===== src/rtl/imem_port_arbiter.sv =====
// rtl/imem_port_arbiter.sv - instruction memory arbiter between fetch (F) and loader (L) ports
// Same-cycle grants, starvation-bounded F priority, latency-matched response routing with fetch flush.
module imem_port_arbiter #(
  parameter int AW         = 32,
  parameter int DW         = 32,
  parameter int MEM_LAT    = 1,
  parameter int STARVE_MAX = 4
) (
  input  logic          clk,
  input  logic          rst,
  input  logic          f_req,
  input  logic [AW-1:0] f_addr,
  input  logic          f_flush,
  output logic          f_gnt,
  output logic          f_rvalid,
  output logic [DW-1:0] f_rdata,
  input  logic          l_req,
  input  logic [AW-1:0] l_addr,
  output logic          l_gnt,
  output logic          l_rvalid,
  output logic [DW-1:0] l_rdata,
  output logic          mem_cs,
  output logic [AW-1:0] mem_addr,
  input  logic [DW-1:0] mem_dout
);

  logic [3:0]         starve_cnt;
  logic               force_l;
  logic [AW-1:0]      sel_addr;
  // Per-stage response tags; owner bit is 1 for L.
  logic [MEM_LAT-1:0] pipe_valid;
  logic [MEM_LAT-1:0] pipe_owner;
  logic [MEM_LAT-1:0] pipe_killed;

  assign force_l = l_req && (starve_cnt == 4'(STARVE_MAX));

  always_comb begin
    l_gnt    = !rst && l_req && (!f_req || force_l);
    f_gnt    = !rst && f_req && !force_l;
    mem_cs   = f_gnt || l_gnt;
    sel_addr = l_gnt ? l_addr : (f_gnt ? f_addr : '0);
    mem_addr = sel_addr >> 2;
  end

  always_ff @(posedge clk) begin
    if (rst) begin
      starve_cnt  <= 4'd0;
      pipe_valid  <= '0;
      pipe_owner  <= '0;
      pipe_killed <= '0;
    end else begin
      if (!l_req || l_gnt)
        starve_cnt <= 4'd0;
      else if (f_gnt)
        starve_cnt <= starve_cnt + 4'd1;

      // The entry leaving the last stage this cycle is already being delivered and is not re-killed.
      for (int i = MEM_LAT - 1; i > 0; i--) begin
        pipe_valid[i]  <= pipe_valid[i-1];
        pipe_owner[i]  <= pipe_owner[i-1];
        pipe_killed[i] <= pipe_killed[i-1] | (f_flush & pipe_valid[i-1] & ~pipe_owner[i-1]);
      end
      // A same-cycle F grant is the redirect target, so it enters unkilled.
      pipe_valid[0]  <= mem_cs;
      pipe_owner[0]  <= l_gnt;
      pipe_killed[0] <= 1'b0;
    end
  end

  always_comb begin
    f_rvalid = !rst && pipe_valid[MEM_LAT-1] && !pipe_owner[MEM_LAT-1] && !pipe_killed[MEM_LAT-1];
    l_rvalid = !rst && pipe_valid[MEM_LAT-1] && pipe_owner[MEM_LAT-1];
    f_rdata  = mem_dout;
    l_rdata  = mem_dout;
  end

endmodule


===== config.mk =====
export PLATFORM = sky130hd
export DESIGN_NAME = imem_port_arbiter
export DESIGN_NICKNAME = d
export VERILOG_FILES = /design/src/rtl/imem_port_arbiter.sv
export SDC_FILE = /design/constraint.sdc
export NUM_CORES = 1
export LEC_CHECK = 0
export CORE_AREA = 2 2 77 79
export DETAILED_ROUTE_END_ITERATION = 10
export DIE_AREA = 0 0 79 81
export PLACE_DENSITY = 0.8
export SLEW_MARGIN = 25
export SYNTH_ARGS = -nofsm -noshare
export SYNTH_HDL_FRONTEND = slang
export SYNTH_SLANG_ARGS = --single-unit

===== constraint.sdc =====
create_clock -name clk -period 2.39 [get_ports clk]
set_input_delay 0.5975 -clock clk [delete_from_list [all_inputs] [get_ports clk]]
set_output_delay 0.5975 -clock clk [all_outputs]
set_load 0.02 [all_outputs]

==> flow_summary.json, run 1 <==
{
  "status": "completed",
  "drt_iter0_drc": 14,
  "grt_antenna_before_repair": 0,
  "drt-pass1-iter-count": 4,
  "fin_crit_ps": 2352,
  "hp-class": "reg2reg",
  "drc": 0,
  "grt_usage_pct": 12.03,
  "endpoint": "mem_addr[28]",
  "die_y_um": 81,
  "final_net_count": 286,
  "slew_viol_final": 0,
  "crit_fanout": 10,
  "portBuffers": 98,
  "regToRegStartpoint": "starve_cnt[0]$_SDFFE_PP0N_",
  "ant_nets": 0,
  "clkSinkCount": 6,
  "critPathLaunchType": "register",
  "synth_area_mm2": 0.001145,
  "path_class": "reg2out",
  "grt_overflow": 0,
  "synth_top_area_share_pct": 43.28,
  "nFillCells": 611,
  "synth_seq_area_share_pct": 10.49,
  "cts_buffers": 3,
  "r2r_slack_ps": 740,
  "synthTopCellsByArea": "buf_4, a22o_1, dfxtp_1",
  "netlist_instances": 132,
  "arrival_ps": 1750,
  "reg2reg_depth": 8,
  "area_growth_syn_to_layout_pct": 64.26,
  "vias": 1089,
  "wirelength_mm": 4.619,
  "setup_ws_ps": 37.66,
  "post-route-util_pct": 33.13,
  "r2r_end": "starve_cnt[1]$_SDFFE_PP0N_",
  "routabilityCongestion": 0.6256,
  "wl_per_cell_um": 18.04,
  "cap_violations": 0,
  "grt_pass1_wl_mm": 5.802,
  "drive_above_1_share_pct": 37.57,
  "pin_count": 202,
  "num_antenna_cells": 0,
  "htree_levels": 1,
  "dieArea_mm2": 0.006399,
  "cts_tree": "yes",
  "p_per_area_mw_per_mm2": 300.5,
  "clock.fmax_ghz": 0.4251,
  "final-hold-violation-count": 0,
  "setup_viol": 0,
  "grt_max_degree": 26,
  "ys_types": 21,
  "clk_latency_ps": 230,
  "fin_crit_sh_pct": 98.42,
  "rsz0062_at_grt": "yes",
  "synth_top_area_cell": "buf_4",
  "cts_hold_buf": 0,
  "skew_ps": 4.621,
  "yosys_warnings": 0,
  "ys_seq_elements": 6,
  "leakage_nw": 0.8450,
  "grt_pass1_vias": 1018,
  "root_buffer": "clkbuf_8",
  "clk_path_buf_depth": 2,
  "start_util_pct": 20.17,
  "row_count": 28,
  "cp_data_required_time_ps": 1790,
  "cp-end-kind": "output port",
  "dp_hpwl_mm": 3.548,
  "cts.reportedPaths.clkPinSlew_ps": 40,
  "die_w_um": 79,
  "coreArea_mm2": 0.005675,
  "drt-vias-per-instance": 4.254,
  "p_total_mw": 0.5650,
  "syn_area_per_cell_um2": 8.673,
  "post-place-ws_ps": -691.3,
  "ir_worst_vdd_mv": 0.3627,
  "startpoint": "starve_cnt[0]$_SDFFE_PP0N_"
}
critical path: stages (launching register included):
cell and delay (ps):
dfxtp_1 320, inv_2 70, ha_4 130, nand3b_4 100
buf_6 130, o211a_4 270, clkbuf_16 180, a22o_1 180
buf_2 150
flip-flops by register name, summed over array words and instances, names as in the netlist:
| signal | flops |
|---|---|
| starve_cnt | 4 |
| pipe_valid | 1 |
| pipe_owner | 1 |
where the power goes:
group	leakage (nW)	switching (mW)	internal [mW]	total [mW]
clock	0.0216	0.0444	0.108	0.153
sequential	0.0495	0.00125	0.103	0.105
combinational	0.774	0.122	0.185	0.308
cells in the mapped netlist:
library cell,n
conb_1,1
and3_1,1
inv_1,4
xnor2_1,1
dfxtp_1,6
buf_4,66
ha_1,2
a211oi_1,1
nor3b_1,1
nand4b_1,1
nor2_1,3
a22o_1,29
o2111a_1,1
nand3_1,1
buf_8,1
and3_2,3
o211a_1,1
buf_6,6
a211oi_4,1
nand3b_4,1
a22o_2,1
through the flow:
step           std cells  hold WS [ps]  instance area [µm²]  setup TNS [ps]
5_1_grt              256         695.0                 1881          -33.66
2_1_floorplan        133         535.7                 1149               0
4_1_cts              252         561.8                 1792               0
3_3_place_gp         244         540.0                 1753          -19930
6_report             256         644.4                 1881               0
3_5_place_dp         244         536.6                 1753          -20140
what timing repair did:
item	4_1_cts	5_1_grt
pin swaps	7	3
setup endpoints to repair	35	24
gates cloned	2	2
setup buffers	3	2
gates resized for setup	164	7
per-layer routing:
layer / global-route usage [%] / wire length, µm
met5: 0 / 0
met3: 5.333 / 558
met2: 21.61 / 2347
met1: 12.78 / 1635
met4: 3.448 / 78
layout make-up:
cell class                 count  area, µm²  area share, %
timing repair buffer         118       1154          61.34
multi-input combinational     50      455.4          24.22
sequential                     6      121.4          6.454
tap                           75      93.84          4.990
clock buffer                   3      41.29          2.196
inverter                       4      15.01         0.7984
worst min-delay path by stage:
stage,to,slack [ps],depth (start not counted),startpoint
after CTS,starve_cnt[0]$_SDFFE_PP0N_,560,2,starve_cnt[0]$_SDFFE_PP0N_
after global routing,starve_cnt[0]$_SDFFE_PP0N_,690,3,starve_cnt[0]$_SDFFE_PP0N_
after floorplan,starve_cnt[0]$_SDFFE_PP0N_,540,2,starve_cnt[0]$_SDFFE_PP0N_
after detailed placement,starve_cnt[0]$_SDFFE_PP0N_,540,2,starve_cnt[0]$_SDFFE_PP0N_
after global placement,starve_cnt[0]$_SDFFE_PP0N_,540,2,starve_cnt[0]$_SDFFE_PP0N_
final,starve_cnt[3]$_SDFFE_PP0N_,640,2,starve_cnt[3]$_SDFFE_PP0N_
cell families (layout without fill, tap and decap cells):
group	after synthesis	after routing	share of synthesized area (%)
AO/OA/AOI/OAI	34	34	27.32
other	1	2	0.3276
buffers and inverters	77	125	51.80
AND/OR/NAND/NOR	11	11	7.104
adder cells (fa/ha/maj)	2	2	2.185
flip-flops	6	6	10.49
XOR/XNOR	1	1	0.7652
cell usage in the layout (no fill, tap or decap), types with 2 or more instances in the layout:
cell,n
conb_1,2
clkdlybuf4s50_1,62
buf_6,12
inv_2,3
clkbuf_8,3
a22o_1,29
buf_4,18
dfxtp_1,5
dlygate4sd2_1,3
nor2_1,3
and3_2,3
buf_12,2
clkdlybuf4s15_2,3
buf_2,14
clkbuf_16,2
Note: power is estimated with default switching activity, not from simulation.
==> run 2: changes to the inputs <==
Settings changed: CORE_AREA 2 2 77 79 to 2 2 78 80, DIE_AREA 0 0 79 81 to 0 0 80 82, DONT_BUFFER_PORTS set to 1, PLACE_DENSITY 0.8 to unset.
==> run 2 against run 1 <==
Power fell by 32%. Non-clock buffer count is 111 lower. Via count decreased by 39%. Core utilization decreased by 19 points. Clock skew down 2.1 ps. Combinational power down 58%.
==> flow_summary.json, run 2 (synthesis gave the netlist of run 1 again) <==
{
  "crit_fanout": 21,
  "hp-class": "in2reg",
  "dieArea_mm2": 0.006560,
  "portBuffers": 0,
  "drc": 0,
  "ant_nets": 0,
  "p_comb_share_pct": 33.3,
  "p_per_area_mw_per_mm2": 473.6,
  "fin_setup_tns_ps": 0,
  "cts.reportedPaths.clkPinSlew_ps": 40,
  "dp_hpwl_mm": 2.713,
  "startpoint": "starve_cnt[1]$_SDFFE_PP0N_",
  "cts_buffers": 3,
  "cpMaxStageDelayCell": "dfxtp_1",
  "clkPwrFrac_pct": 39.4,
  "drt_iter0_drc": 13,
  "coreArea_mm2": 0.005746,
  "layout_commonest_cell": "a22o_2",
  "grt_overflow": 0,
  "regArea_um2": 120.1,
  "die_y_um": 82,
  "critPathLaunchType": "register",
  "grt_max_degree": 36,
  "wl_per_cell_um": 23.11,
  "p_total_mw": 0.3846,
  "reg.largest.list": "starve_cnt x4, pipe_owner x1, pipe_valid x1",
  "final_net_count": 175,
  "pin_count": 202,
  "intPower_mw": 0.2554,
  "ir_worst_vdd_mv": 0.2463,
  "hp-start": "rst",
  "grt_pass1_wl_mm": 3.512,
  "status": "completed",
  "path_class": "reg2out",
  "multiInputGateArea_um2": 471.7,
  "slowest_delay_ps": 330,
  "fin_crit_ps": 2297,
  "cts_hold_buf": 0,
  "p_sw_share_pct": 33.61,
  "row_count": 28,
  "num_antenna_cells": 0,
  "final-hold-violation-count": 0,
  "regMostFlops": "starve_cnt",
  "grt_antenna_before_repair": 0,
  "drive_above_1_share_pct": 54.29,
  "cap_violations": 0,
  "vias": 662,
  "cp_data_required_time_ps": 1790,
  "cp-end-kind": "output port",
  "die_w_um": 80,
  "r2r_slack_ps": 1000,
  "arrival_ps": 1700,
  "rsz0062_at_grt": "yes",
  "grt_usage_pct": 7.468,
  "p_switching_mw": 0.1292,
  "leakage_nw": 0.3324,
  "post-place-ws_ps": 234.7,
  "setup_ws_ps": 92.85,
  "htree_levels": 1,
  "setup_viol": 0,
  "wirelength_mm": 3.351,
  "final_cell_mix": "a22o_2, a22o_1, dfxtp_1",
  "clk_latency_ps": 220,
  "regToRegStartpoint": "starve_cnt[1]$_SDFFE_PP0N_",
  "slew_viol_final": 0,
  "skew_ps": 2.503,
  "area_growth_syn_to_layout_pct": -29.07,
  "cts_tree": "yes",
  "root_buffer": "clkbuf_8",
  "start_util_pct": 19.93,
  "grt_pass1_vias": 580,
  "fin_crit_sh_pct": 96.12,
  "path_cells": "inv_2 -> ha_4 -> nand3b_4 -> a211oi_4 -> buf_6 -> a22o_1",
  "largest_register_ff_count": 4,
  "nFillCells": 673,
  "clock.fmax_ghz": 0.4353,
  "p_seq_share_pct": 27.3,
  "drt-pass1-iter-count": 4,
  "clk_path_buf_depth": 2,
  "routabilityCongestion": 0.6127,
  "drt-vias-per-instance": 4.566,
  "clkSinkCount": 6
}
[run 2: final timing paths]
check                               end  cells past startpoint
min               pipe_valid$_SDFF_PP0_                      1
min reg2reg       pipe_owner$_SDFF_PP0_                      2
max                         mem_addr[9]                      6
max reg2reg  starve_cnt[1]$_SDFFE_PP0N_                      6
[run 2: per-stage QoR]
step	cell area (µm²)	util (%)	std cells	hold slack [ps]
CTS	767.0	13.35	144	439.7
global route	812.0	14.13	145	439.7
detailed placement	721.9	12.57	141	561.5
finish	812.0	14.13	145	443.0
floorplan	1149	-	133	535.7
global placement	721.9	12.57	141	555.7
[run 2: final cells by class]
cell class	count	share of cell area [%]
clock buffer	3	5.085
inverter	4	1.849
multi-input combinational	50	58.09
sequential	6	14.79
tap	75	11.56
timing repair buffer	7	8.629
[run 2: timing repair]
item	CTS	global route
cloned	0	1
gates resized for setup	3	22
setup endpoints to repair	3	27
setup buffers	0	0
pin swaps	0	2
[run 2: worst max-delay path: cells and delay by family (launching register included)]
kind | cells | cell delay, ps
and+or+nand+nor | 1 | 90
buffers and inverters | 2 | 330
adders and majority gates | 1 | 140
AOI/OAI and AO/OA | 2 | 590
DFF | 1 | 330
[run 2: routing by layer]
metal	track usage, %	vias to the layer above	part of all wire (%)
met5	0	-	0
met4	2.881	0	1.5
met3	4.725	6	17
met2	12.83	88	49
met1	7.245	297	32
li1	-	271	-
[run 2: power by group through the flow]
stage	Sequential [mW]	Clock, mW	Combinational (mW)
after global routing	0.105	0.159	0.137
after detailed placement	0.106	0	0.122
after global placement	0.106	0	0.121
final	0.105	0.151	0.128
after CTS	0.105	0.156	0.123
after floorplan	0.106	0	0.268
==> run 3: changes to the inputs <==
Settings changed: CTS_CLUSTER_SIZE set to 10.
==> results of run 3 <==
The final DEF is identical to that of run 2; final timing and power are the same.
